==> src/rtl/period_enb_pkg.sv <==
// Shared types and elaboration helpers for the multi-channel period enable generator.
package period_enb_pkg;

    typedef enum logic {
        IDLE = 1'b0,
        RUN  = 1'b1
    } chan_state_t;

    // Clocks per base tick; callers guarantee an integer result >= 1.
    function automatic int prescale_count(input int clkfreq_mhz, input int tick_ns);
        return (tick_ns * clkfreq_mhz) / 1000;
    endfunction

    function automatic int ch_idx_w(input int nch);
        return (nch > 1) ? $clog2(nch) : 1;
    endfunction

endpackage

==> src/rtl/period_enb_chan.sv <==
// One enable channel: IDLE/RUN control, prescaler, tick counter and active/pending period.
module period_enb_chan
    import period_enb_pkg::*;
#(
    parameter int PW       = 16,
    parameter int PRESCALE = 100
) (
    input  logic          clk,
    input  logic          rst,
    input  logic          clr,
    input  logic          ld,
    input  logic [PW-1:0] ld_period,
    input  logic          ld_oneshot,
    input  logic          start,
    input  logic          stop,
    output logic          enb_out,
    output logic          busy
);

    localparam int PRE_W = (PRESCALE > 1) ? $clog2(PRESCALE) : 1;
    localparam logic [PRE_W-1:0] PRE_MAX = PRE_W'(PRESCALE - 1);

    chan_state_t    state_q, state_d;
    logic [PRE_W-1:0] pre_q, pre_d;
    logic [PW-1:0]  tick_q, tick_d;
    logic [PW-1:0]  per_q, per_d;
    logic           os_q, os_d;
    logic [PW-1:0]  pend_per_q, pend_per_d;
    logic           pend_os_q, pend_os_d;
    logic           pend_vld_q, pend_vld_d;
    logic           pulse_q, pulse_d;
    logic           fin_q, fin_d;

    logic [PW-1:0]  eff_per;
    logic           eff_os;
    logic           eff_vld;
    logic [PW-1:0]  start_per;
    logic           start_os;
    logic           terminal;

    always_comb begin
        state_d    = state_q;
        pre_d      = pre_q;
        tick_d     = tick_q;
        per_d      = per_q;
        os_d       = os_q;
        pend_per_d = pend_per_q;
        pend_os_d  = pend_os_q;
        pend_vld_d = pend_vld_q;
        pulse_d    = 1'b0;
        fin_d      = 1'b0;

        // A load on this very edge is the freshest value and takes priority over stored pending.
        eff_per   = ld ? ld_period  : pend_per_q;
        eff_os    = ld ? ld_oneshot : pend_os_q;
        eff_vld   = ld | pend_vld_q;
        start_per = eff_vld ? eff_per : per_q;
        start_os  = eff_vld ? eff_os  : os_q;
        terminal  = (state_q == RUN) && (pre_q == PRE_MAX) && (tick_q == per_q - PW'(1));

        if (ld) begin
            if (state_q == IDLE) begin
                per_d      = ld_period;
                os_d       = ld_oneshot;
                pend_vld_d = 1'b0;
            end else begin
                pend_per_d = ld_period;
                pend_os_d  = ld_oneshot;
                pend_vld_d = 1'b1;
            end
        end

        if (clr || stop) begin
            state_d = IDLE;
            pre_d   = '0;
            tick_d  = '0;
        end else if (start) begin
            per_d      = start_per;
            os_d       = start_os;
            pend_vld_d = 1'b0;
            pre_d      = '0;
            tick_d     = '0;
            state_d    = (start_per != '0) ? RUN : IDLE;
        end else if (state_q == RUN) begin
            if (fin_q) begin
                state_d = IDLE;
                pre_d   = '0;
                tick_d  = '0;
            end else if (terminal) begin
                pulse_d = 1'b1;
                pre_d   = '0;
                tick_d  = '0;
                if (eff_vld) begin
                    per_d      = eff_per;
                    os_d       = eff_os;
                    pend_vld_d = 1'b0;
                end
                // Leave RUN one cycle later so busy stays high through the final pulse.
                fin_d = os_q | (eff_vld & (eff_per == '0));
            end else if (pre_q == PRE_MAX) begin
                pre_d  = '0;
                tick_d = tick_q + PW'(1);
            end else begin
                pre_d = pre_q + PRE_W'(1);
            end
        end
    end

    always_ff @(posedge clk) begin
        if (rst) begin
            state_q    <= IDLE;
            pre_q      <= '0;
            tick_q     <= '0;
            per_q      <= '0;
            os_q       <= 1'b0;
            pend_per_q <= '0;
            pend_os_q  <= 1'b0;
            pend_vld_q <= 1'b0;
            pulse_q    <= 1'b0;
            fin_q      <= 1'b0;
        end else begin
            state_q    <= state_d;
            pre_q      <= pre_d;
            tick_q     <= tick_d;
            per_q      <= per_d;
            os_q       <= os_d;
            pend_per_q <= pend_per_d;
            pend_os_q  <= pend_os_d;
            pend_vld_q <= pend_vld_d;
            pulse_q    <= pulse_d;
            fin_q      <= fin_d;
        end
    end

    assign enb_out = pulse_q;
    assign busy    = (state_q == RUN);

endmodule

==> src/rtl/period_enb_multi.sv <==
// NCH independent runtime-programmable enable generators sharing one load port.
module period_enb_multi
    import period_enb_pkg::*;
#(
    parameter int NCH         = 4,
    parameter int PW          = 16,
    parameter int CLKFREQ_MHZ = 100,
    parameter int TICK_NS     = 1000
) (
    input  logic                       clk,
    input  logic                       rst,
    input  logic                       clr,
    input  logic                       ld,
    input  logic [ch_idx_w(NCH)-1:0]   ld_ch,
    input  logic [PW-1:0]              ld_period,
    input  logic                       ld_oneshot,
    input  logic [NCH-1:0]             start,
    input  logic [NCH-1:0]             stop,
    output logic [NCH-1:0]             enb_out,
    output logic [NCH-1:0]             busy
);

    localparam int CH_IDX_W = ch_idx_w(NCH);
    localparam int PRESCALE = prescale_count(CLKFREQ_MHZ, TICK_NS);

    logic [NCH-1:0] ld_hit;

    // Indices at or beyond NCH match no channel, so such loads fall away.
    generate
        for (genvar gi = 0; gi < NCH; gi++) begin : g_chan
            assign ld_hit[gi] = ld && (ld_ch == CH_IDX_W'(gi));

            period_enb_chan #(
                .PW       (PW),
                .PRESCALE (PRESCALE)
            ) u_chan (
                .clk        (clk),
                .rst        (rst),
                .clr        (clr),
                .ld         (ld_hit[gi]),
                .ld_period  (ld_period),
                .ld_oneshot (ld_oneshot),
                .start      (start[gi]),
                .stop       (stop[gi]),
                .enb_out    (enb_out[gi]),
                .busy       (busy[gi])
            );
        end
    endgenerate

endmodule
==> config.mk <==
export PLATFORM = sky130hd
export DESIGN_NAME = period_enb_multi
export DESIGN_NICKNAME = d
export VERILOG_FILES = /design/src/rtl/period_enb_pkg.sv /design/src/rtl/period_enb_chan.sv /design/src/rtl/period_enb_multi.sv
export SDC_FILE = /design/constraint.sdc
export NUM_CORES = 1
export LEC_CHECK = 0
export CAP_MARGIN = 20
export CORE_MARGIN = 3
export CORE_UTILIZATION = 30
export DETAILED_ROUTE_END_ITERATION = 7
export PLACE_DENSITY = 0.45
export SLEW_MARGIN = 20
export SYNTH_ARGS = -nofsm -noshare
export SYNTH_HDL_FRONTEND = slang
export SYNTH_HIERARCHICAL = 1
export SYNTH_SLANG_ARGS = --single-unit
==> constraint.sdc <==
create_clock -name clk -period 5.4 [get_ports clk]
set_input_delay 0.54 -clock clk [delete_from_list [all_inputs] [get_ports clk]]
set_output_delay 0.54 -clock clk [all_outputs]
set_load 0.02 [all_outputs]
== Yosys cells after proc, flatten, opt, wreduce, memory -nomap -nowiden ==
Cells that the tools add are included.

* Flip-flop bits (word level): 244
* Word-level logic and storage cells: 296

* Add/subtract/negate cells: 12
* Eq/ne operators: 15
* Mux-type cells: 156
* Bitwise operators: 20
* Reduce and logical (&&, ||, !) cells: 53

{| class="wikitable"
|+ Operators by type and width
! kind !! count
|-
| $mux W16 || 52
|-
| $mux W1 || 92
|-
| $mux W7 || 12
|-
| $add A16 B1 Y16 const B || 4
|-
| $eq A16 B16 Y1 || 4
|-
| $logic_not A16 Y1 || 4
|-
| $reduce_bool A16 Y1 || 4
|-
| $sub A16 B1 Y16 const B || 4
|-
| $add A7 B1 Y7 const B || 4
|-
| $eq A7 B7 Y1 const B || 4
|-
| $reduce_or A6 Y1 || 4
|-
| $reduce_or A5 Y1 || 4
|-
| $reduce_and A2 Y1 || 8
|-
| $logic_and A1 B1 Y1 || 12
|-
| $ne A3 B1 Y1 const B || 4
|-
| $reduce_bool A3 Y1 || 4
|-
| $reduce_or A3 Y1 || 4
|-
| $not A1 Y1 || 8
|-
| $or A1 B1 Y1 || 8
|-
| $reduce_or A2 Y1 || 4
|-
| $and A1 B1 Y1 || 4
|-
| $eq A2 B2 Y1 const B || 2
|-
| $logic_or A1 B1 Y1 || 4
|-
| $eq A2 B1 Y1 const B || 1
|-
| $logic_not A2 Y1 || 1
|}

== Depth between registers and ports, before layout ==
* Depth in word-level cells: 9
* Depth in mapped cells: 11

== Hierarchy ==
Netlist, hierarchy kept.

{| class="wikitable"
|+ By module, submodules not included
! module !! instances !! cells an instance !! area an instance (um^2) !! seq. area each (um^2)
|-
| period_enb_chan (g_chan[2].u_chan ...) || 2 || 572 || 4446.8 || 1221.2
|-
| period_enb_chan (g_chan[0].u_chan ...) || 2 || 560 || 4444.3 || 1221.2
|-
| period_enb_multi || 1 || 4 || 37.5 || 0.0
|}

== Worst setup path before layout ==
OpenSTA, ideal clock, no wires.

* Path type: reg-to-reg
* Start: reg g_chan[0].u_chan.per_q[9]
* End: reg g_chan[0].u_chan.per_q[4]
* Arrival time: 2581 ps
* Required time: 5266 ps
* Path slack: 2685 ps
* Cell stages (with the launch flop): 9
* Clock period less this slack: 2715 ps
* Path through: dfxtp_1 > buf_6 > or4_4 > or3_4 > a2111oi_4 > nor2_2 > or4b_4 > nor3_1 > nor4_1

* Longest elaborated chain between the ends: 8

{| class="wikitable"
|+ RTL lines
! item !! RTL line !! RTL
|-
| start, declared || period_enb_chan.sv:26 || <nowiki>logic [PW-1:0] per_q, per_d;</nowiki>
|-
| start signal, assigned || period_enb_chan.sv:125 || <nowiki>per_q <= per_d;</nowiki>
|-
| $sub A16 B1 Y16 || period_enb_chan.sv:59 || <nowiki>terminal = (state_q == RUN) && (pre_q == PRE_MAX) && (tick_q == per_q - PW'(1));</nowiki>
|-
| $eq A16 B16 Y1 || period_enb_chan.sv:59 ||
|-
| $logic_and A1 B1 Y1 || period_enb_chan.sv:59 ||
|-
| $mux W16 || period_enb_chan.sv:89 || <nowiki>end else if (terminal) begin</nowiki>
|-
| $mux W16 || period_enb_chan.sv:85 || <nowiki>if (fin_q) begin</nowiki>
|-
| $mux W16 || period_enb_chan.sv:84 || <nowiki>end else if (state_q == RUN) begin</nowiki>
|-
| $mux W16 || period_enb_chan.sv:77 || <nowiki>end else if (start) begin</nowiki>
|-
| $mux W16 || period_enb_chan.sv:73 || <nowiki>if (clr || stop) begin</nowiki>
|}

Every way passes these cells.
A chain may end at the register's enable or synchronous reset.

== Worst setup path in the final report ==
* Start: reg g_chan[1].u_chan.per_q[0]
* End: reg g_chan[1].u_chan.per_q[14]

* Longest elaborated chain between the ends: 8

{| class="wikitable"
|+ RTL lines
! item !! RTL line
|-
| start, declared || period_enb_chan.sv:26
|-
| start signal, assigned || period_enb_chan.sv:125
|-
| $sub A16 B1 Y16 || period_enb_chan.sv:59
|-
| $eq A16 B16 Y1 || period_enb_chan.sv:59
|-
| $logic_and A1 B1 Y1 || period_enb_chan.sv:59
|-
| $mux W16 || period_enb_chan.sv:89
|-
| $mux W16 || period_enb_chan.sv:85
|-
| $mux W16 || period_enb_chan.sv:84
|-
| $mux W16 || period_enb_chan.sv:77
|-
| $mux W16 || period_enb_chan.sv:73
|}

Every way passes these cells.

==> metrics.txt <==
multi-input combinational cell area 0.0120 mm^2; Reg area 0.00488 mm^2; post-synth top area share 0.274; max incr delay on CP 0.53 ns; outcome complete, no violations; Least-Margin Pin Slew 1.08 ns; PostCTS Resize Cnt 0; CTS Buf Count 31; Worst Path Class, Setup register to register; Avg WL per Cell 20.1 um; Core ar. 0.0582 mm^2; Routability Congestion 0.819; Async S/R FF share, synth 0; final WL 60.5 mm; number of buffers and inverters on the critical path 2; syn_nets 2311; Mapped Cells 2268; synthesized area 0.0178 mm^2; Worst Setup EP g_chan[1].u_chan/per_q[14]$_SDFF_PP0_; CP Max Fanout 24; fin crit share 0.653; CP Capture Type register; Yosys warnings 6; top-count cell post-synth nand2_1; remaining antenna violation count 0; hold buffer count at cts 0; Hold Violations, Final 0; slew margin rel. 0.279; largest net degree at the start of global routing 65; critical path depth in cells 10; HP Class input port to register; GRT Util Overall 0.185; max cap viols 0; mean area per synthesized cell 7.86 um^2; setup TNS 0 ns; Post-synth EDFFs 0; Crit path max-delay family simple AND/OR/NAND/NOR gates; Main synth FF type dfxtp_1; Setup violations, final 0; Synth top cells by count nand2_1, dfxtp_1, nor2_1; Crit-path slowest cell a211oi_1; postcts setup bufs 0; Detail Placement HPWL 41.7 mm; Die Y 250 um; max-slew violations 0; crit path launch type register; Layout Skew 0.0308 ns; CP required 5.88 ns; vias per cell 5.69; initial antenna violation count 1; Worst R2R Start g_chan[1].u_chan/per_q[0]$_SDFF_PP0_; vias in the first global route 16.2k; I/O Buffers 38; Filler cells 5985; area leader, netlist dfxtp_1; CP Data Arrival Time 4.00 ns; global-route wire length before repair 95.1 mm; fmax 284 MHz; post-synth cell types 86; sequential fraction of the synthesis area 0.274; maximum vdd drop 0.000261 V; Remaining DRCs 0; Critical path origin g_chan[1].u_chan/per_q[0]$_SDFF_PP0_; vias after detailed routing 17.1k; # nets final 2261; Die X 250 um; Area Growth Syn to Fin 10.9%; I/O Pins 39; initial core utilization 0.306; Remaining Overflow, GRT 0; clock network latency to the later pin of the worst-skew pair 0.61 ns; final core utilization 0.339; RSZ-0062 raised after global routing false; die area 0.0624 mm^2; FF+latch count, synth 244; layout cell share with drive strength beyond 1 0.112; CTS tree yes; Clk Tree Root Cell clkbuf_16; post-layout minimum cycle time 3.52 ns; htree depth 1; FF-to-FF setup slack 1.88 ns; DRT iter0 DRCs 1530; ranking of synthesized cells by area dfxtp_1, mux2i_1, nand2_1; row count 88; crit-path cells inv_1 -> ha_1 -> nor3b_2 -> nand3_1 -> mux2_2 -> a211oi_1 -> nor4b_4 -> buf_4 -> nand4_1 -> and3_1; reg2reg path depth 10; worst reg2reg endpoint g_chan[1].u_chan/per_q[14]$_SDFF_PP0_; DRT Pass-1 Iters 6; CTS Buffer Depth 3; clk slew on worst S/H paths 0.06 ns; leakage 0.00667 uW; Power per Cell Area 248 mW/mm^2; clk sinks 244; Worst Min Path Start rst
-- cell families after synthesis --
logic type / after synthesis / share of synthesized area
muxes: 160 / 0.0924
DFF: 244 / 0.274
adders and majority gates: 12 / 0.00843
and+or+nand+nor: 1016 / 0.329
xor gates and xnor gates: 108 / 0.0531
AOI/OAI and AO/OA: 516 / 0.191
buffers and inverters: 212 / 0.0524
-- worst min-delay path by stage --
| stage | slack, ns | to | cells past startpoint |
|---|---|---|---|
| after global routing | 0.32 | g_chan[0].u_chan/pend_per_q[5]$_SDFFE_PP0P_ | 2 |
| after CTS | 0.30 | g_chan[0].u_chan/pend_per_q[5]$_SDFFE_PP0P_ | 2 |
| after floorplan | 0.43 | g_chan[2].u_chan/pend_per_q[9]$_SDFFE_PP0P_ | 2 |
| after global placement | 0.45 | g_chan[3].u_chan/pend_per_q[9]$_SDFFE_PP0P_ | 2 |
| after detailed placement | 0.44 | g_chan[3].u_chan/pend_per_q[9]$_SDFFE_PP0P_ | 2 |
| final | 0.33 | g_chan[0].u_chan/pend_per_q[2]$_SDFFE_PP0P_ | 2 |
-- routing by layer --
metal / vias to the layer above / GRT usage / wire length, um
met5: - / 0 / 0
met4: 0 / 0.0545 / 1960
met3: 90 / 0.0268 / 2990
met2: 446 / 0.298 / 27000
met1: 8318 / 0.257 / 28600
li1: 8248 / - / -
-- sequential cells by signal (all words and copies together) (netlist names) --
signal and flops:
g_chan.u_chan/per_q 64, g_chan.u_chan/pend_vld_q 4, g_chan.u_chan/fin_q 4, g_chan.u_chan/pend_per_q 64, g_chan.u_chan/pend_os_q 4, g_chan.u_chan/enb_out 4
g_chan.u_chan/os_q 4, g_chan.u_chan/busy 4, g_chan.u_chan/tick_q 64, g_chan.u_chan/pre_q 28
-- through the flow --
step                instances  hold slack (ns)  setup slack (ns)  power [uW]  cell area (um^2)
finish                   3005            0.333              1.88        4910             19800
detailed placement       2950            0.444              1.77        2820             18700
floorplan                2268            0.434              2.69        2550             17800
global route             3005            0.323              1.59        5140             19800
global placement         2950            0.449              1.89        2820             18700
CTS                      3004            0.298              1.92        4970             19800
-- area by class of cell --
cell class / count / area share
Multi-Input combinational cell: 1812 / 0.608
Clock inverter: 2 / 0.00253
Antenna cell: 1 / 0.000127
Tap cell: 765 / 0.0484
Sequential cell: 244 / 0.247
Inverter: 48 / 0.00911
Clock buffer: 52 / 0.0488
Timing Repair Buffer: 81 / 0.0354
-- report_power, final --
| part | total, uW | leakage, uW | internal, uW | switching (uW) |
|---|---|---|---|---|
| Combinational | 896 | 0.00420 | 352 | 544 |
| Clock | 2110 | 0.000497 | 1250 | 860 |
| Sequential | 1910 | 0.00197 | 1830 | 73.0 |
-- placed cells by master, fill, tap and decap left out, drive strengths merged, types with 12 or more instances in the layout --
cell           count
mux2              36
nor4              88
a21oi            170
o211ai            12
nor2b             38
a22o              12
or4               18
clkbuf            52
and3              47
nand2b            54
dfxtp            244
o21ai            112
nor4b             16
nand2            258
or3               24
xnor2             64
a211oi            20
and4bb            16
ha                12
a221o             20
a31oi             48
xor2              44
nor3              50
inv               49
nand3             82
and2              18
mux2i            124
nand4             60
clkdlybuf4s50     37
nor2             156
o31a              14
buf               44
nor3b             51
o22ai             26
or2               12
(Power assumes the default switching activity.)
